$ cat src/rtl/sha3_byte_packer_if.sv
// Handshake bundle between a byte source, the SHA3 byte packer and the keccak core.
interface sha3_byte_packer_if;
    // byte stream from upstream
    logic [7:0]  s_data;
    logic        s_valid;
    logic        s_last;
    logic        s_ready;
    // word interface to the keccak core
    logic        k_reset;
    logic [63:0] k_in;
    logic        k_in_ready;
    logic        k_is_last;
    logic [2:0]  k_byte_num;
    logic        k_buffer_full;
    logic        k_out_ready;
    // status
    logic        busy;

    // master: byte source plus keccak core (everything around the packer)
    modport master (
        output s_data, s_valid, s_last, k_buffer_full, k_out_ready,
        input  s_ready, k_reset, k_in, k_in_ready, k_is_last, k_byte_num, busy
    );

    // slave: the packer itself
    modport slave (
        input  s_data, s_valid, s_last, k_buffer_full, k_out_ready,
        output s_ready, k_reset, k_in, k_in_ready, k_is_last, k_byte_num, busy
    );
endinterface

$ cat src/rtl/sha3_byte_packer.sv
// Packs a byte stream big-endian into 64-bit words for the keccak core.
// Each message starts with a one-cycle core reset; a message whose length is
// a multiple of 8 is closed by an extra empty word flagged as last.
module sha3_byte_packer #(
    parameter logic [7:0] FILL = 8'h00
) (
    input  logic              clk,
    input  logic              reset,
    sha3_byte_packer_if.slave bus
);

    typedef enum logic [2:0] {
        IDLE, KRST, COLLECT, SEND, SEND_LAST, TAIL, WAIT
    } state_t;

    state_t      state_q, state_d;
    logic [2:0]  cnt_q, cnt_d;
    logic        tail_q, tail_d;
    logic [63:0] k_in_q, k_in_d;
    logic        k_is_last_q, k_is_last_d;
    logic [2:0]  k_byte_num_q, k_byte_num_d;
    logic        s_ready_q, s_ready_d;
    logic        k_reset_q, k_reset_d;
    logic        k_in_ready_q, k_in_ready_d;
    logic        busy_q, busy_d;

    logic        byte_xfer;
    logic        word_xfer;
    logic [5:0]  lane_hi;

    assign byte_xfer = bus.s_valid & s_ready_q;
    assign word_xfer = k_in_ready_q & ~bus.k_buffer_full;
    // top bit of the lane for byte n is 63-8n = {~n, 3'b111}
    assign lane_hi   = {~cnt_q, 3'b111};

    // State register: FSM state, byte counter, word buffer and registered outputs
    always_ff @(posedge clk or posedge reset) begin
        if (reset) begin
            state_q      <= IDLE;
            cnt_q        <= 3'd0;
            tail_q       <= 1'b0;
            k_in_q       <= 64'h0;
            k_is_last_q  <= 1'b0;
            k_byte_num_q <= 3'd0;
            s_ready_q    <= 1'b0;
            k_reset_q    <= 1'b0;
            k_in_ready_q <= 1'b0;
            busy_q       <= 1'b0;
        end else begin
            state_q      <= state_d;
            cnt_q        <= cnt_d;
            tail_q       <= tail_d;
            k_in_q       <= k_in_d;
            k_is_last_q  <= k_is_last_d;
            k_byte_num_q <= k_byte_num_d;
            s_ready_q    <= s_ready_d;
            k_reset_q    <= k_reset_d;
            k_in_ready_q <= k_in_ready_d;
            busy_q       <= busy_d;
        end
    end

    // Next state: message sequencing, byte counting and tail-word tracking
    always_comb begin
        state_d = state_q;
        cnt_d   = cnt_q;
        tail_d  = tail_q;
        case (state_q)
            IDLE:    if (bus.s_valid) state_d = KRST;
            KRST: begin
                state_d = COLLECT;
                cnt_d   = 3'd0;
                tail_d  = 1'b0;
            end
            COLLECT: if (byte_xfer) begin
                if (!bus.s_last && cnt_q != 3'd7) begin
                    cnt_d = cnt_q + 3'd1;
                end else if (!bus.s_last) begin
                    state_d = SEND;
                end else if (cnt_q != 3'd7) begin
                    state_d = SEND_LAST;
                end else begin
                    // full final word still needs the empty closing word
                    state_d = SEND;
                    tail_d  = 1'b1;
                end
            end
            SEND: if (word_xfer) begin
                if (tail_q) begin
                    state_d = TAIL;
                end else begin
                    state_d = COLLECT;
                    cnt_d   = 3'd0;
                end
            end
            SEND_LAST: if (word_xfer) state_d = WAIT;
            TAIL:      if (word_xfer) state_d = WAIT;
            WAIT:      if (bus.k_out_ready) state_d = IDLE;
            default:   state_d = IDLE;
        endcase
    end

    // Outputs: lane writes into the word buffer and flags decoded from the next state
    always_comb begin
        k_in_d       = k_in_q;
        k_is_last_d  = k_is_last_q;
        k_byte_num_d = k_byte_num_q;
        if (state_q == COLLECT && byte_xfer) begin
            // first byte of a word pre-fills the remaining lanes
            if (cnt_q == 3'd0) k_in_d = {bus.s_data, {7{FILL}}};
            else               k_in_d[lane_hi -: 8] = bus.s_data;
            k_is_last_d  = bus.s_last && cnt_q != 3'd7;
            k_byte_num_d = (bus.s_last && cnt_q != 3'd7) ? cnt_q + 3'd1 : 3'd0;
        end
        if (state_q == SEND && word_xfer && tail_q) begin
            k_in_d       = 64'h0;
            k_is_last_d  = 1'b1;
            k_byte_num_d = 3'd0;
        end
        s_ready_d    = (state_d == COLLECT);
        k_reset_d    = (state_d == KRST);
        k_in_ready_d = (state_d == SEND) || (state_d == SEND_LAST) || (state_d == TAIL);
        busy_d       = (state_d != IDLE);
    end

    assign bus.s_ready    = s_ready_q;
    assign bus.k_reset    = k_reset_q;
    assign bus.k_in       = k_in_q;
    assign bus.k_in_ready = k_in_ready_q;
    assign bus.k_is_last  = k_is_last_q;
    assign bus.k_byte_num = k_byte_num_q;
    assign bus.busy       = busy_q;

endmodule

$ cat src/flat_wrapper.sv
// flat-port wrapper written by rule: the top's interface ports become plain ports
module sha3_byte_packer_flat 
#(
    parameter logic [7:0] FILL = 8'h00
)
  (clk, reset, bus_s_data, bus_s_valid, bus_s_last, bus_k_buffer_full, bus_k_out_ready, bus_s_ready, bus_k_reset, bus_k_in, bus_k_in_ready, bus_k_is_last, bus_k_byte_num, bus_busy);
  sha3_byte_packer_if bus_i ();
  input  logic clk;
  input  logic reset;
  input wire logic [$bits(bus_i.s_data)-1:0] bus_s_data;
  input wire logic [$bits(bus_i.s_valid)-1:0] bus_s_valid;
  input wire logic [$bits(bus_i.s_last)-1:0] bus_s_last;
  input wire logic [$bits(bus_i.k_buffer_full)-1:0] bus_k_buffer_full;
  input wire logic [$bits(bus_i.k_out_ready)-1:0] bus_k_out_ready;
  output wire logic [$bits(bus_i.s_ready)-1:0] bus_s_ready;
  output wire logic [$bits(bus_i.k_reset)-1:0] bus_k_reset;
  output wire logic [$bits(bus_i.k_in)-1:0] bus_k_in;
  output wire logic [$bits(bus_i.k_in_ready)-1:0] bus_k_in_ready;
  output wire logic [$bits(bus_i.k_is_last)-1:0] bus_k_is_last;
  output wire logic [$bits(bus_i.k_byte_num)-1:0] bus_k_byte_num;
  output wire logic [$bits(bus_i.busy)-1:0] bus_busy;
  assign bus_i.s_data = bus_s_data;
  assign bus_i.s_valid = bus_s_valid;
  assign bus_i.s_last = bus_s_last;
  assign bus_i.k_buffer_full = bus_k_buffer_full;
  assign bus_i.k_out_ready = bus_k_out_ready;
  assign bus_s_ready = bus_i.s_ready;
  assign bus_k_reset = bus_i.k_reset;
  assign bus_k_in = bus_i.k_in;
  assign bus_k_in_ready = bus_i.k_in_ready;
  assign bus_k_is_last = bus_i.k_is_last;
  assign bus_k_byte_num = bus_i.k_byte_num;
  assign bus_busy = bus_i.busy;
  sha3_byte_packer #(.FILL(FILL)) u_core (.clk(clk), .reset(reset), .bus(bus_i));
endmodule
$ cat config.mk
export PLATFORM = sky130hd
export DESIGN_NAME = sha3_byte_packer_flat
export DESIGN_NICKNAME = d
export VERILOG_FILES = /design/src/rtl/sha3_byte_packer_if.sv /design/src/rtl/sha3_byte_packer.sv /design/src/flat_wrapper.sv
export SDC_FILE = /design/constraint.sdc
export NUM_CORES = 1
export LEC_CHECK = 0
export ABC_CLOCK_PERIOD_IN_PS = 2200
export CAP_MARGIN = 20
export CORE_ASPECT_RATIO = 2
export CORE_MARGIN = 4
export CORE_UTILIZATION = 35
export CTS_CLUSTER_SIZE = 24
export DETAILED_ROUTE_END_ITERATION = 8
export PLACE_DENSITY = 0.74
export SLEW_MARGIN = 20
export SYNTH_ARGS = -nofsm -noshare
export SYNTH_HDL_FRONTEND = slang
export SYNTH_SLANG_ARGS = --single-unit
$ cat constraint.sdc
create_clock -name clk -period 2.2 [get_ports clk]
set_clock_uncertainty 0.1 [all_clocks]
set_input_delay 0.22 -clock clk [delete_from_list [all_inputs] [get_ports clk]]
set_output_delay 0.22 -clock clk [all_outputs]
set_load 0.005 [all_outputs]
After elaboration in Yosys (flattened, before gate mapping)
Index checks and enable logic that the tools add are counted.
{"block": "word_totals", "ramBits": 0, "mem_count": 0, "word_cells": 83, "ff_bits": 79, "latchBits": 0, "rom_bits": 0, "output_inout_bits": 72, "input_bits": 14}
{"block": "classes", "n_eq_ne": 19, "mul": 0, "add_sub_neg": 2, "n_reduce_logical": 17, "n_lt_le_gt_ge": 0, "muxes": 29, "n_bitwise": 4, "shift": 2, "n_div": 0}
{"op": "two-way mux 64 bit", "count": 3}
{"op": "variable shift 8 x 8 -> 71 bit (first input constant)", "count": 1}
{"op": "indexed part select 8 x 8 -> 71 bit", "count": 1}
{"op": "bitwise mux 64 bit", "count": 1}
{"op": "two-way mux 3 bit", "count": 16}
{"op": "case mux 3 bit (6 select lines)", "count": 1}
{"op": "equality test 3 bit (second input constant)", "count": 5}
{"op": "equality test 3 x 2 -> 1 bit (second input constant)", "count": 4}
{"op": "AND reduction 5 bit", "count": 2}
{"op": "case mux 3 bit (3 select lines)", "count": 1}
{"op": "inequality test 2 bit (second input constant)", "count": 4}
{"op": "negator 6 -> 8 bit", "count": 1}
{"op": "equality test 3 x 1 -> 1 bit (second input constant)", "count": 2}
{"op": "zero test 3 bit", "count": 2}
{"op": "two-way mux 1 bit", "count": 6}
{"op": "inequality test 2 x 1 -> 1 bit (second input constant)", "count": 3}
{"op": "nonzero test 3 bit", "count": 2}
{"op": "logical AND 1 bit", "count": 5}
{"op": "nonzero test 2 bit", "count": 2}
{"op": "adder 3 x 1 -> 3 bit (second input constant)", "count": 1}
{"op": "inequality test 3 bit (second input constant)", "count": 1}
{"op": "inverter 3 bit", "count": 1}
{"op": "bitwise AND 1 bit", "count": 2}
{"op": "logical OR 1 bit", "count": 2}
{"op": "other kinds (4)", "count": 4}

Depth between registers and ports, before layout
Gate-level depths: netlist (run 1).
{"block": "logic_depth", "word_depth": 9, "depth_mapped": 7, "mapped_depth_nobuf": 6}

Worst setup path before layout (run 1)
No wires, ideal clock.
{"block": "synth_timing", "kind": "register -> register", "from": "reg u_core.cnt_q[0]", "to": "reg u_core.k_in_q[25] (netlist: u_core.bus.k_in[25])", "stages_incl_launch_ff": 8, "period_less_slack_ps": 2109, "arrival_ps": 1937, "path_slack_ps": 91, "setup_ps": 72, "t_required_ps": 2028, "path_buffers": 1, "cell_sequence": "dfrtp_1 inv_1 ha_1 buf_2 or3b_2 nor4_4 a22oi_1 nor2_1"}
{"block": "synth_via", "elab_chain_cells": 7, "word_cells_on_any_way": 9, "classes_between": "1 x add/sub; 2 x shift; 4 x mux; 1 x bitwise; 1 x reduce/logical"}
{"element": "start: declaration", "line_no": "sha3_byte_packer.sv:17", "rtl": "logic [2:0] cnt_q, cnt_d;"}
{"element": "start signal: assignment", "line_no": "sha3_byte_packer.sv:51", "rtl": "cnt_q <= cnt_d;"}
{"element": "inverter 3 bit", "line_no": "sha3_byte_packer.sv:34", "rtl": "assign lane_hi = {~cnt_q, 3'b111};"}
{"element": "negator 6 -> 8 bit", "line_no": "sha3_byte_packer.sv:111", "rtl": "else k_in_d[lane_hi -: 8] = bus.s_data;"}
{"element": "indexed part select 8 x 8 -> 71 bit / variable shift 8 x 8 -> 71 bit (equally long branches)", "line_no": "sha3_byte_packer.sv:111"}
{"element": "bitwise mux 64 bit", "line_no": "sha3_byte_packer.sv:111"}
{"element": "two-way mux 64 bit *", "line_no": "sha3_byte_packer.sv:110", "rtl": "if (cnt_q == 3'd0) k_in_d = {bus.s_data, {7{FILL}}};"}
{"element": "two-way mux 64 bit *", "line_no": "sha3_byte_packer.sv:108", "rtl": "if (state_q == COLLECT && byte_xfer) begin"}
{"element": "two-way mux 64 bit *", "line_no": "sha3_byte_packer.sv:115", "rtl": "if (state_q == SEND && word_xfer && tail_q) begin"}
{"element": "end signal: assignment", "line_no": "sha3_byte_packer.sv:53", "rtl": "k_in_q <= k_in_d;"}
{"element": "end: declaration", "line_no": "sha3_byte_packer.sv:19", "rtl": "logic [63:0] k_in_q, k_in_d;"}
Mark *: on every way between the ends. The rest lies on a longest branch, timed or not. The select of a mux whose other input is x is not followed.
A chain may end at the register's enable or synchronous reset.

Final worst setup path (run 1)
{"block": "layout_timing", "from": "reg u_core.cnt_q[0]", "to": "reg u_core.busy_q (netlist: u_core.bus.busy)"}
{"block": "layout_via", "elab_chain_cells": 7, "word_cells_on_any_way": 8, "classes_between": "1 x eq/ne; 5 x mux; 2 x reduce/logical"}
{"element": "inequality test 3 bit *", "line_no": "sha3_byte_packer.sv:76, sha3_byte_packer.sv:80"}
{"element": "two-way mux 3 bit", "line_no": "sha3_byte_packer.sv:80", "rtl": "end else if (cnt_q != 3'd7) begin"}
{"element": "two-way mux 3 bit", "line_no": "sha3_byte_packer.sv:78", "rtl": "end else if (!bus.s_last) begin"}
{"element": "two-way mux 3 bit *", "line_no": "sha3_byte_packer.sv:76", "rtl": "if (!bus.s_last && cnt_q != 3'd7) begin"}
{"element": "two-way mux 3 bit *", "line_no": "sha3_byte_packer.sv:75", "rtl": "COLLECT: if (byte_xfer) begin"}
{"element": "case mux 3 bit (6 select lines) *", "line_no": "sha3_byte_packer.sv:68", "rtl": "case (state_q)"}
{"element": "named net u_core.state_d[1]", "line_no": "sha3_byte_packer.sv:16", "rtl": "state_t state_q, state_d;"}
{"element": "nonzero test 3 bit *", "line_no": "sha3_byte_packer.sv:123", "rtl": "busy_d = (state_d != IDLE);"}
{"element": "named net u_core.busy_d", "line_no": "sha3_byte_packer.sv:25", "rtl": "logic busy_q, busy_d;"}
{"element": "end signal: assignment", "line_no": "sha3_byte_packer.sv:59", "rtl": "busy_q <= busy_d;"}
{"element": "end: declaration", "line_no": "sha3_byte_packer.sv:25"}
The timed path passes the listed nets; every way through them passes the cells marked *.

==> results_dict.tcl, run 1 <==
set metrics [dict create \
    initial_utilization 0.355 \
    cts.reportedPaths.clkPinSlew_ns 0.06 \
    first_pass_grt_wire_length_um 16000 \
    worst_pin_slew_ns 0.552 \
    crit_chain "ha_1 > ha_1 > nand4b_1 > a221oi_1 > a21oi_1 > or2_2" \
    flow.area_growth_from_synthesis_pct 41.7 \
    cts.sink_count 79 \
    final.fill_count 923 \
    netlist_instances 310 \
    dpl.hpwl_um 7620 \
    p_sw_uw 1890 \
    max-slew-margin-rel 0.632 \
    syn-num-nets 330 \
    die-height_um 151 \
    clkLatencyLatePin_ns 0.33 \
    yosys.cell_count.top_type "sky130_fd_sc_hd__dfrtp_1" \
    postLayoutCellArea_mm2 0.00507 \
    timing.critical_path.mode_cell "sky130_fd_sc_hd__ha_1" \
    postCtsSetupBuffers 0 \
    top_level_ports 86 \
    drt_iter0_markers 141 \
    num_rows 52 \
    hold_path_class "input pin to async pin" \
    chipWidth_um 79.5 \
    run_status "complete, no violations" \
    postCtsHoldBufs 0 \
    ctsResizeCount 0 \
    detail_route.first_pass.iterations 4 \
    ys_seq_area_frac 0.553 \
    area_of_combinational_cells_with_multiple_inputs_mm2 0.00142 \
    yosys.area.top_type "sky130_fd_sc_hd__dfrtp_1" \
    leakage_uw 0.00220 \
    largest_cells_by_area_after_synthesis "sky130_fd_sc_hd__dfrtp_1, sky130_fd_sc_hd__a22o_1, sky130_fd_sc_hd__mux2i_1" \
    r2r_slack_ns 0.13 \
    cp_slowest_stage_delay_ns 0.41 \
    power.share.clock 0.248 \
    timing.max_cap.violations 0 \
    finalCriticalPeriod_ns 2.07 \
    ys_warn_count 0 \
    antenna_found_initial 0 \
    routed_wirelength_um 10100 \
    fp.coreArea_mm2 0.0101 \
    totalNegativeSetupSlack_ns 0 \
    setup.worst_path.end_class "flop" \
    share_seq_of_total_power 0.355 \
    cts_max_path_buffers 2 \
    maxSlewViolCount 0 \
    cellPowerDensity_mw_per_mm2 1130 \
    async_flop_share 1.00 \
    drive_gt1_frac 0.163 \
    maxClockFrequency_ghz 0.482 \
    inserted_diodes 0 \
    ctsRootBufferMaster "sky130_fd_sc_hd__clkbuf_16" \
    num-nets-final 446 \
    crit_arrival_ns 2.19 \
    synth_largest_type_area_fraction 0.553 \
    place_area_mm2 0.00479 \
    timing.critical_path.buf_inv 0 \
    viasPerCell 5.04 \
    syn_avg_cell_area_um2 11.5 \
    power_frac_comb 0.396 \
    gpl.final_weighted_congestion 0.887 \
    vias 2847 \
    tritoncts "yes" \
    setup_viol 0 \
    grt_max_degree 80 \
    intPower_uw 3840 \
    overall_track_demand_over_capacity_in_global_routing 0.176 \
    placement.io_buffers 85 \
    htree_num_levels 3 \
    worst_ir_drop_vdd_uv 503 \
    critPathLaunchType "flop" \
    drc 0 \
    ys_top_cells_by_count "sky130_fd_sc_hd__dfrtp_1, sky130_fd_sc_hd__nand2_1, sky130_fd_sc_hd__a22o_1, sky130_fd_sc_hd__inv_1, sky130_fd_sc_hd__mux2i_1" \
    worst-path-max-fanout 3 \
    min_period_over_period 0.943 \
    wl_per_cell_um 17.8 \
    top_flip_flop_cell_by_instance_count_after_synthesis "sky130_fd_sc_hd__dfrtp_1" \
    layout.area.seq_mm2 0.00198 \
    synth_area_mm2 0.00358 \
    cts-buffers-inserted 9 \
    synth_enable_flop_cells 0 \
    grt-ovfl-total 0 \
    critical_path_required_ns 2.31 \
    area_of_the_die_mm2 0.0120 \
    ff_latch_count_synth 79 \
    synth_cell_types 54 \
    setup_repair_after_global_routing_missed_its_margin "false" \
    via_count_of_the_first_global_routing_pass 3068 \
    report.final.hold_viol_count 0 \
    timing.critical_path.slowest_stage_cell "sky130_fd_sc_hd__a221oi_1" \
    power.switching_fraction 0.330 \
    cp_top_family "compound AO/OA/AOI/OAI gates" \
    crit_type "flop to flop" \
    ant_nets 0 \
]
==> state kept, by name (all words and copies together), names as in the netlist <==
register	count
u_core.bus.busy	1
u_core.cnt_q	3
u_core.bus.k_in_ready	1
u_core.tail_q	1
u_core.bus.k_is_last	1
u_core.bus.k_in	64
u_core.state_q	3
u_core.bus.k_reset	1
u_core.bus.k_byte_num	3
u_core.bus.s_ready	1
==> cell usage in the layout, fill, tap and decap left out, drive strengths merged, types with 3 or more instances in the layout <==
cell type	netlist	final
o21ai	11	11
ha	6	6
dfrtp	79	79
nor2b	3	3
mux2	3	3
buf	15	37
nand2	43	43
nand3	9	9
and2	3	3
inv	21	20
clkbuf	2	11
nand2b	5	5
clkdlybuf4s50	0	85
a21oi	9	9
mux2i	18	18
nor4	3	3
nor2	10	10
a22o	39	39
==> layer usage <==
layer  wire length [µm]  GRT usage
met5                  0          0
met4                292     0.0826
met3                413     0.0292
met2               5810      0.335
met1               3570      0.181
==> final timing paths <==
| check | from | to | cells past startpoint |
|---|---|---|---|
| worst max-delay path | u_core.cnt_q[0]$_DFFE_PP0P_ | u_core.bus.busy$_DFF_PP0_ | 6 |
| worst min register to register | u_core.bus.k_in[8]$_DFFE_PP0P_ | u_core.bus.k_in[8]$_DFFE_PP0P_ | 2 |
| worst max register to register | u_core.cnt_q[0]$_DFFE_PP0P_ | u_core.bus.busy$_DFF_PP0_ | 6 |
| min in group clk | u_core.bus.k_in[8]$_DFFE_PP0P_ | u_core.bus.k_in[8]$_DFFE_PP0P_ | 2 |
| max in group asynchronous | reset | u_core.bus.k_in[8]$_DFFE_PP0P_ | 3 |
| worst min-delay path | reset | u_core.bus.k_in[20]$_DFFE_PP0P_ | 3 |
==> through the flow <==
stage                     power, µW  hold slack [ns]  setup slack [ns]  cells   util
after floorplan                3170            0.237            0.0911    310      -
after global placement         4250            0.371            0.0941    550  0.475
after detailed placement       4330            0.373            0.0643    550  0.475
after CTS                      5770            0.267             0.135    565  0.502
after global routing           6050            0.298           0.00853    565  0.502
final                          5730            0.231             0.126    565  0.502
==> power groups by stage <==
| stage | clock network (µW) | logic (µW) | registers [µW] |
|---|---|---|---|
| floorplan | 0 | 1130 | 2040 |
| CTS | 1450 | 2290 | 2030 |
| finish | 1420 | 2270 | 2040 |
| global placement | 0 | 2210 | 2040 |
| detailed placement | 0 | 2270 | 2060 |
| global route | 1500 | 2470 | 2080 |
==> logic make-up (layout without fill, tap and decap cells) <==
family          after synthesis  count (layout)  share of synthesized area
compound gates               74              74                      0.174
fa+ha+maj                     6               6                     0.0210
mux                          21              21                     0.0609
simple gates                 91              91                      0.139
buf+inv                      38             158                     0.0507
flops                        79              79                      0.553
xor+xnor                      1               1                    0.00245
==> final cells by class <==
class	instances	share of cell area
clock buffers	11	0.0459
clock inverters	4	0.00938
inverters	21	0.0163
multi-input cells	193	0.280
flip-flops and latches	79	0.390
well taps	135	0.0333
repair buffers	122	0.225
==> worst reg2reg max path, delay by kind of cell, from the launching register on <==
family	cells	cell delay (ns)
and+or+nand+nor	2	0.49
DFF	1	0.39
AOI/OAI and AO/OA	2	0.51
adders and majority gates	2	0.47
(Power assumes the default switching activity.)
==> run 2, diff against run 1 <==
--- a/config.mk
+++ b/config.mk
@@ -12,6 +12,7 @@
 export CORE_UTILIZATION = 35
 export CTS_CLUSTER_SIZE = 24
 export DETAILED_ROUTE_END_ITERATION = 8
+export GPL_TIMING_DRIVEN = 0
 export PLACE_DENSITY = 0.74
 export SLEW_MARGIN = 20
 export SYNTH_ARGS = -nofsm -noshare
==> results_dict.tcl, run 2 (synthesized netlist as in run 1, its figures left out) <==
set metrics [dict create \
    run_status "complete, no violations" \
    cp_top_family "simple AND/OR/NAND/NOR gates" \
    cts.reportedPaths.clkPinSlew_ns 0.06 \
    htree_num_levels 3 \
    leakage_uw 0.00215 \
    worst_pin_slew_ns 0.686 \
    num_rows 52 \
    first_pass_grt_wire_length_um 15500 \
    maxClockFrequency_ghz 0.459 \
    critPathLaunchType "flop" \
    busiest_layer "met2" \
    use_met2 0.322 \
    ff2ff_path_depth 5 \
    grt-ovfl-total 0 \
    viasPerCell 5.07 \
    gpl.final_weighted_congestion 0.829 \
    wl_per_cell_um 18.2 \
    cts_max_path_buffers 2 \
    post-place-ws_ns -0.371 \
    detail_route.first_pass.iterations 4 \
    final_core_util 0.497 \
    setup_viol 0 \
    top_level_ports 86 \
    ant_nets 0 \
    area_of_the_die_mm2 0.0120 \
    cts-buffers-inserted 9 \
    crit_type "flop to flop" \
    clkLatencyLatePin_ns 0.33 \
    grt_util_met1 0.181 \
    routed_wirelength_um 9950 \
    final_common_cell "sky130_fd_sc_hd__clkdlybuf4s50_1" \
    rr_endpoint "u_core.bus.k_in[18]$_DFFE_PP0P_" \
    num-nets-final 431 \
    timing.max_cap.violations 0 \
    rr_startpoint "u_core.state_q[2]$_DFF_PP0_" \
    via_count_of_the_first_global_routing_pass 2872 \
    postCtsHoldBufs 0 \
    tritoncts "yes" \
    worst_ir_drop_vdd_uv 592 \
    endpoint "u_core.bus.k_in[18]$_DFFE_PP0P_" \
    final_cell_mix "sky130_fd_sc_hd__clkdlybuf4s50_1, sky130_fd_sc_hd__dfrtp_1, sky130_fd_sc_hd__nand2_1" \
    largest_register_ff_count 64 \
    totalNegativeSetupSlack_ns 0 \
    setup_slack_ns 0.0217 \
    worst-path-max-fanout 10 \
    crit_arrival_ns 2.30 \
    finalCriticalPeriod_ns 2.18 \
    initial_utilization 0.355 \
    cts.sink_count 79 \
    r2r_slack_ns 0.02 \
    dpl.hpwl_um 7460 \
    timing.critical_path.slowest_stage_cell "sky130_fd_sc_hd__or3b_1" \
    hold_path_class "input pin to flop" \
    drt_iter0_markers 138 \
    critical_path_required_ns 2.32 \
    numPlacedInstances 525 \
    timing.critical_path.buf_inv 1 \
    antenna_found_initial 0 \
    die-height_um 151 \
    power_uw 5710 \
    cp_slowest_stage_delay_ns 0.52 \
    setup.worst_path.end_class "flop" \
    layout.area.seq_mm2 0.00198 \
    max-slew-margin-rel 0.542 \
    drc 0 \
    cp_startpoint "u_core.state_q[2]$_DFF_PP0_" \
    ctsRootBufferMaster "sky130_fd_sc_hd__clkbuf_16" \
    final.fill_count 912 \
    grt_max_degree 32 \
    final-instance-count-excl-fill 548 \
    report.final.hold_viol_count 0 \
    fp.coreArea_mm2 0.0101 \
    setup_repair_after_global_routing_missed_its_margin "true" \
    drive_gt1_frac 0.167 \
    min_period_over_period 0.990 \
    inserted_diodes 0 \
    chipWidth_um 79.5 \
    cellPowerDensity_mw_per_mm2 1140 \
    maxSlewViolCount 0 \
    flow.area_growth_from_synthesis_pct 40.1 \
    critical_path_depth 5 \
    crit_chain "buf_2 > or3b_1 > nor2_4 > a21oi_1 > a22o_1" \
    placement.io_buffers 78 \
    vias 2779 \
    use_met3 0.0363 \
    area_of_combinational_cells_with_multiple_inputs_mm2 0.00149 \
    overall_track_demand_over_capacity_in_global_routing 0.174 \
]
-- run 2: stage by stage --
step / cell area, µm² / hold WS, ns
floorplan: 3580 / 0.237
CTS: 4940 / 0.0986
detailed placement: 4570 / 0.377
finish: 5010 / 0.101
global route: 5010 / 0.0991
global placement: 4530 / 0.369
-- run 2: how the worst min path moves through the flow --
stage,slack [ns],cells after the start,end,start
after floorplan,0.24,2,u_core.bus.k_in[56]$_DFFE_PP0P_,bus_s_data[0]
after global placement,0.37,2,u_core.bus.k_in[8]$_DFFE_PP0P_,u_core.bus.k_in[8]$_DFFE_PP0P_
after detailed placement,0.38,2,u_core.bus.k_in[8]$_DFFE_PP0P_,u_core.bus.k_in[8]$_DFFE_PP0P_
after CTS,0.1,3,u_core.bus.k_in[63]$_DFFE_PP0P_,bus_s_data[7]
after global routing,0.1,2,u_core.bus.k_in[19]$_DFFE_PP0P_,bus_s_data[3]
final,0.10,2,u_core.bus.k_in[35]$_DFFE_PP0P_,bus_s_data[3]
-- run 2: timing repair --
action | in CTS | in global routing
setup endpoints to repair | 34 | 52
buffers inserted | 10 | 1
pin swaps | 2 | 3
resized for setup | 9 | 10
-- run 2: per-layer routing --
layer	up-vias	routed length (µm)
met1	1394	3570
met4	0	240
li1	1297	-
met5	-	0
met2	73	5850
met3	15	292
-- run 2: final cells by class --
type / count / area share
Clock inverter: 2 / 0.00200
Multi-Input combinational cell: 193 / 0.297
Buffer: 16 / 0.0210
Sequential cell: 79 / 0.395
Tap cell: 135 / 0.0337
Inverter: 21 / 0.0170
Timing Repair Buffer: 91 / 0.185
Clock buffer: 11 / 0.0485
-- run 2: where the power goes --
group          total (µW)  switching (µW)  internal [µW]
logic                2380            1190           1200
registers            2020             218           1800
clock network        1300             532            771
total                5710            1940           3770
==> run 3, diff against run 2 <==
--- a/config.mk
+++ b/config.mk
@@ -7,13 +7,16 @@
 export LEC_CHECK = 0
 export ABC_CLOCK_PERIOD_IN_PS = 2200
 export CAP_MARGIN = 20
+export CELL_PAD_IN_SITES_DETAIL_PLACEMENT = 1
+export CELL_PAD_IN_SITES_GLOBAL_PLACEMENT = 1
 export CORE_ASPECT_RATIO = 2
 export CORE_MARGIN = 4
 export CORE_UTILIZATION = 35
-export CTS_CLUSTER_SIZE = 24
+export CTS_CLUSTER_SIZE = 12
 export DETAILED_ROUTE_END_ITERATION = 8
 export GPL_TIMING_DRIVEN = 0
-export PLACE_DENSITY = 0.74
+export PLACE_DENSITY = 0.88
+export REMOVE_ABC_BUFFERS = 1
 export SLEW_MARGIN = 20
 export SYNTH_ARGS = -nofsm -noshare
 export SYNTH_HDL_FRONTEND = slang
==> results_dict.tcl, run 3 (synthesized netlist as in run 1, its figures left out) <==
set metrics [dict create \
    setup_repair_after_global_routing_missed_its_margin "true" \
    cts-buffers-inserted 9 \
    vias 2849 \
    max-slew-margin-rel 0.580 \
    top_level_ports 86 \
    rr_startpoint "u_core.state_q[2]$_DFF_PP0_" \
    cellPowerDensity_mw_per_mm2 1150 \
    worst_pin_slew_ns 0.621 \
    hold_path_class "input pin to async pin" \
    overall_track_demand_over_capacity_in_global_routing 0.194 \
    totalNegativeSetupSlack_ns 0 \
    critPathLaunchType "flop" \
    setup.worst_path.end_class "flop" \
    final_cell_mix "sky130_fd_sc_hd__clkdlybuf4s50_1, sky130_fd_sc_hd__dfrtp_1, sky130_fd_sc_hd__nand2_1" \
    run_status "complete, no violations" \
    report.final.hold_viol_count 0 \
    finalCriticalPeriod_ns 2.16 \
    drive_gt1_frac 0.153 \
    cts.sink_count 79 \
    clkLatencyLatePin_ns 0.33 \
    cts.reportedPaths.clkPinSlew_ns 0.06 \
    htree_num_levels 3 \
    place_area_mm2 0.00452 \
    antenna_found_initial 0 \
    setup_viol 0 \
    area_of_combinational_cells_with_multiple_inputs_mm2 0.00151 \
    placement.io_buffers 85 \
    drc 0 \
    via_count_of_the_first_global_routing_pass 3084 \
    rr_endpoint "u_core.bus.k_in[1]$_DFFE_PP0P_" \
    maxSlewViolCount 0 \
    critical_path_required_ns 2.37 \
    final.fill_count 1067 \
    leakage_uw 0.00209 \
    crit_type "flop to flop" \
    ant_nets 0 \
    routed_wirelength_um 11300 \
    flow.area_growth_from_synthesis_pct 39.4 \
    ff2ff_path_depth 4 \
    gpl.final_weighted_congestion 0.825 \
    grt_max_degree 48 \
    num-nets-final 420 \
    drt_iter0_markers 153 \
    area_of_the_die_mm2 0.0120 \
    wl_per_cell_um 21.0 \
    timing.max_cap.violations 0 \
    cts_max_path_buffers 2 \
    worst-path-max-fanout 11 \
    layout.area.seq_mm2 0.00198 \
    cp_startpoint "u_core.state_q[2]$_DFF_PP0_" \
    viasPerCell 5.29 \
    maxClockFrequency_ghz 0.463 \
    tritoncts "yes" \
    die-height_um 151 \
    worst_ir_drop_vdd_uv 710 \
    crit_arrival_ns 2.33 \
    first_pass_grt_wire_length_um 17400 \
    postLayoutCellArea_mm2 0.00498 \
    num_rows 52 \
    dpl.hpwl_um 8170 \
    setup_slack_ns 0.0402 \
    detail_route.first_pass.iterations 4 \
    initial_utilization 0.355 \
    min_period_over_period 0.982 \
    endpoint "u_core.bus.k_in[1]$_DFFE_PP0P_" \
    post-place-ws_ns -0.343 \
    inserted_diodes 0 \
    power_uw 5710 \
    r2r_slack_ns 0.04 \
    fp.coreArea_mm2 0.0101 \
    largest_register_ff_count 64 \
    ctsRootBufferMaster "sky130_fd_sc_hd__clkbuf_16" \
    grt-ovfl-total 0 \
    final_common_cell "sky130_fd_sc_hd__clkdlybuf4s50_1" \
    chipWidth_um 79.5 \
]
-- run 3: final cells by class --
type,instances,area share
Sequential cell,79,0.397
Multi-Input combinational cell,193,0.303
Timing Repair Buffer,96,0.197
Clock buffer,11,0.0467
Tap cell,135,0.0339
Inverter,21,0.0168
Clock inverter,4,0.00477
-- run 3: where the power goes --
group | switching, µW | total, µW | leakage (µW) | internal [µW]
sequential | 360 | 2160 | 0.00106 | 1800
clock | 556 | 1310 | 0.000129 | 754
combinational | 1110 | 2240 | 0.000896 | 1130
total | 2020 | 5710 | 0.00209 | 3680
-- run 3: worst min-delay path by stage --
stage          cells past startpoint                            start                              end
2_1_floorplan                      2                    bus_s_data[0]  u_core.bus.k_in[56]$_DFFE_PP0P_
3_3_place_gp                       1  u_core.bus.k_in[31]$_DFFE_PP0P_  u_core.bus.k_in[31]$_DFFE_PP0P_
3_5_place_dp                       2   u_core.bus.k_in[8]$_DFFE_PP0P_   u_core.bus.k_in[8]$_DFFE_PP0P_
4_1_cts                            2                            reset  u_core.bus.k_in[55]$_DFFE_PP0P_
5_1_grt                            2                            reset  u_core.bus.k_in[15]$_DFFE_PP0P_
6_report                           2                            reset  u_core.bus.k_in[55]$_DFFE_PP0P_
-- run 3: worst max-delay path, stage by stage (launching register included) --
cell and delay [ns]:
sky130_fd_sc_hd__dfrtp_1 0.57, sky130_fd_sc_hd__nor3b_4 0.44, sky130_fd_sc_hd__nand3_1 0.20, sky130_fd_sc_hd__nor2_1 0.54
sky130_fd_sc_hd__a22o_1 0.24
-- run 3: metrics by stage --
stage               utilization  hold WS (ns)  std cells
global route              0.494         0.264        539
detailed placement        0.448         0.381        514
global placement          0.446         0.385        513
finish                    0.494         0.209        539
CTS                       0.486         0.228        534
floorplan                     -         0.237        293
-- run 3: per-layer routing --
metal  vias to the layer above  part of all wire  track usage
met4                         0             0.040        0.105
met3                        29             0.022       0.0220
met5                         -                 0            0
li1                       1284                 -            -
met2                        69              0.59        0.363
met1                      1467              0.35        0.205
-- run 3: repair_timing --
action / CTS / global route
resized for setup: 12 / 13
endpoints found under the setup margin: 66 / 60
buffers inserted: 5 / 5
hold buffers: 0 / 0
pin swaps: 2 / 6
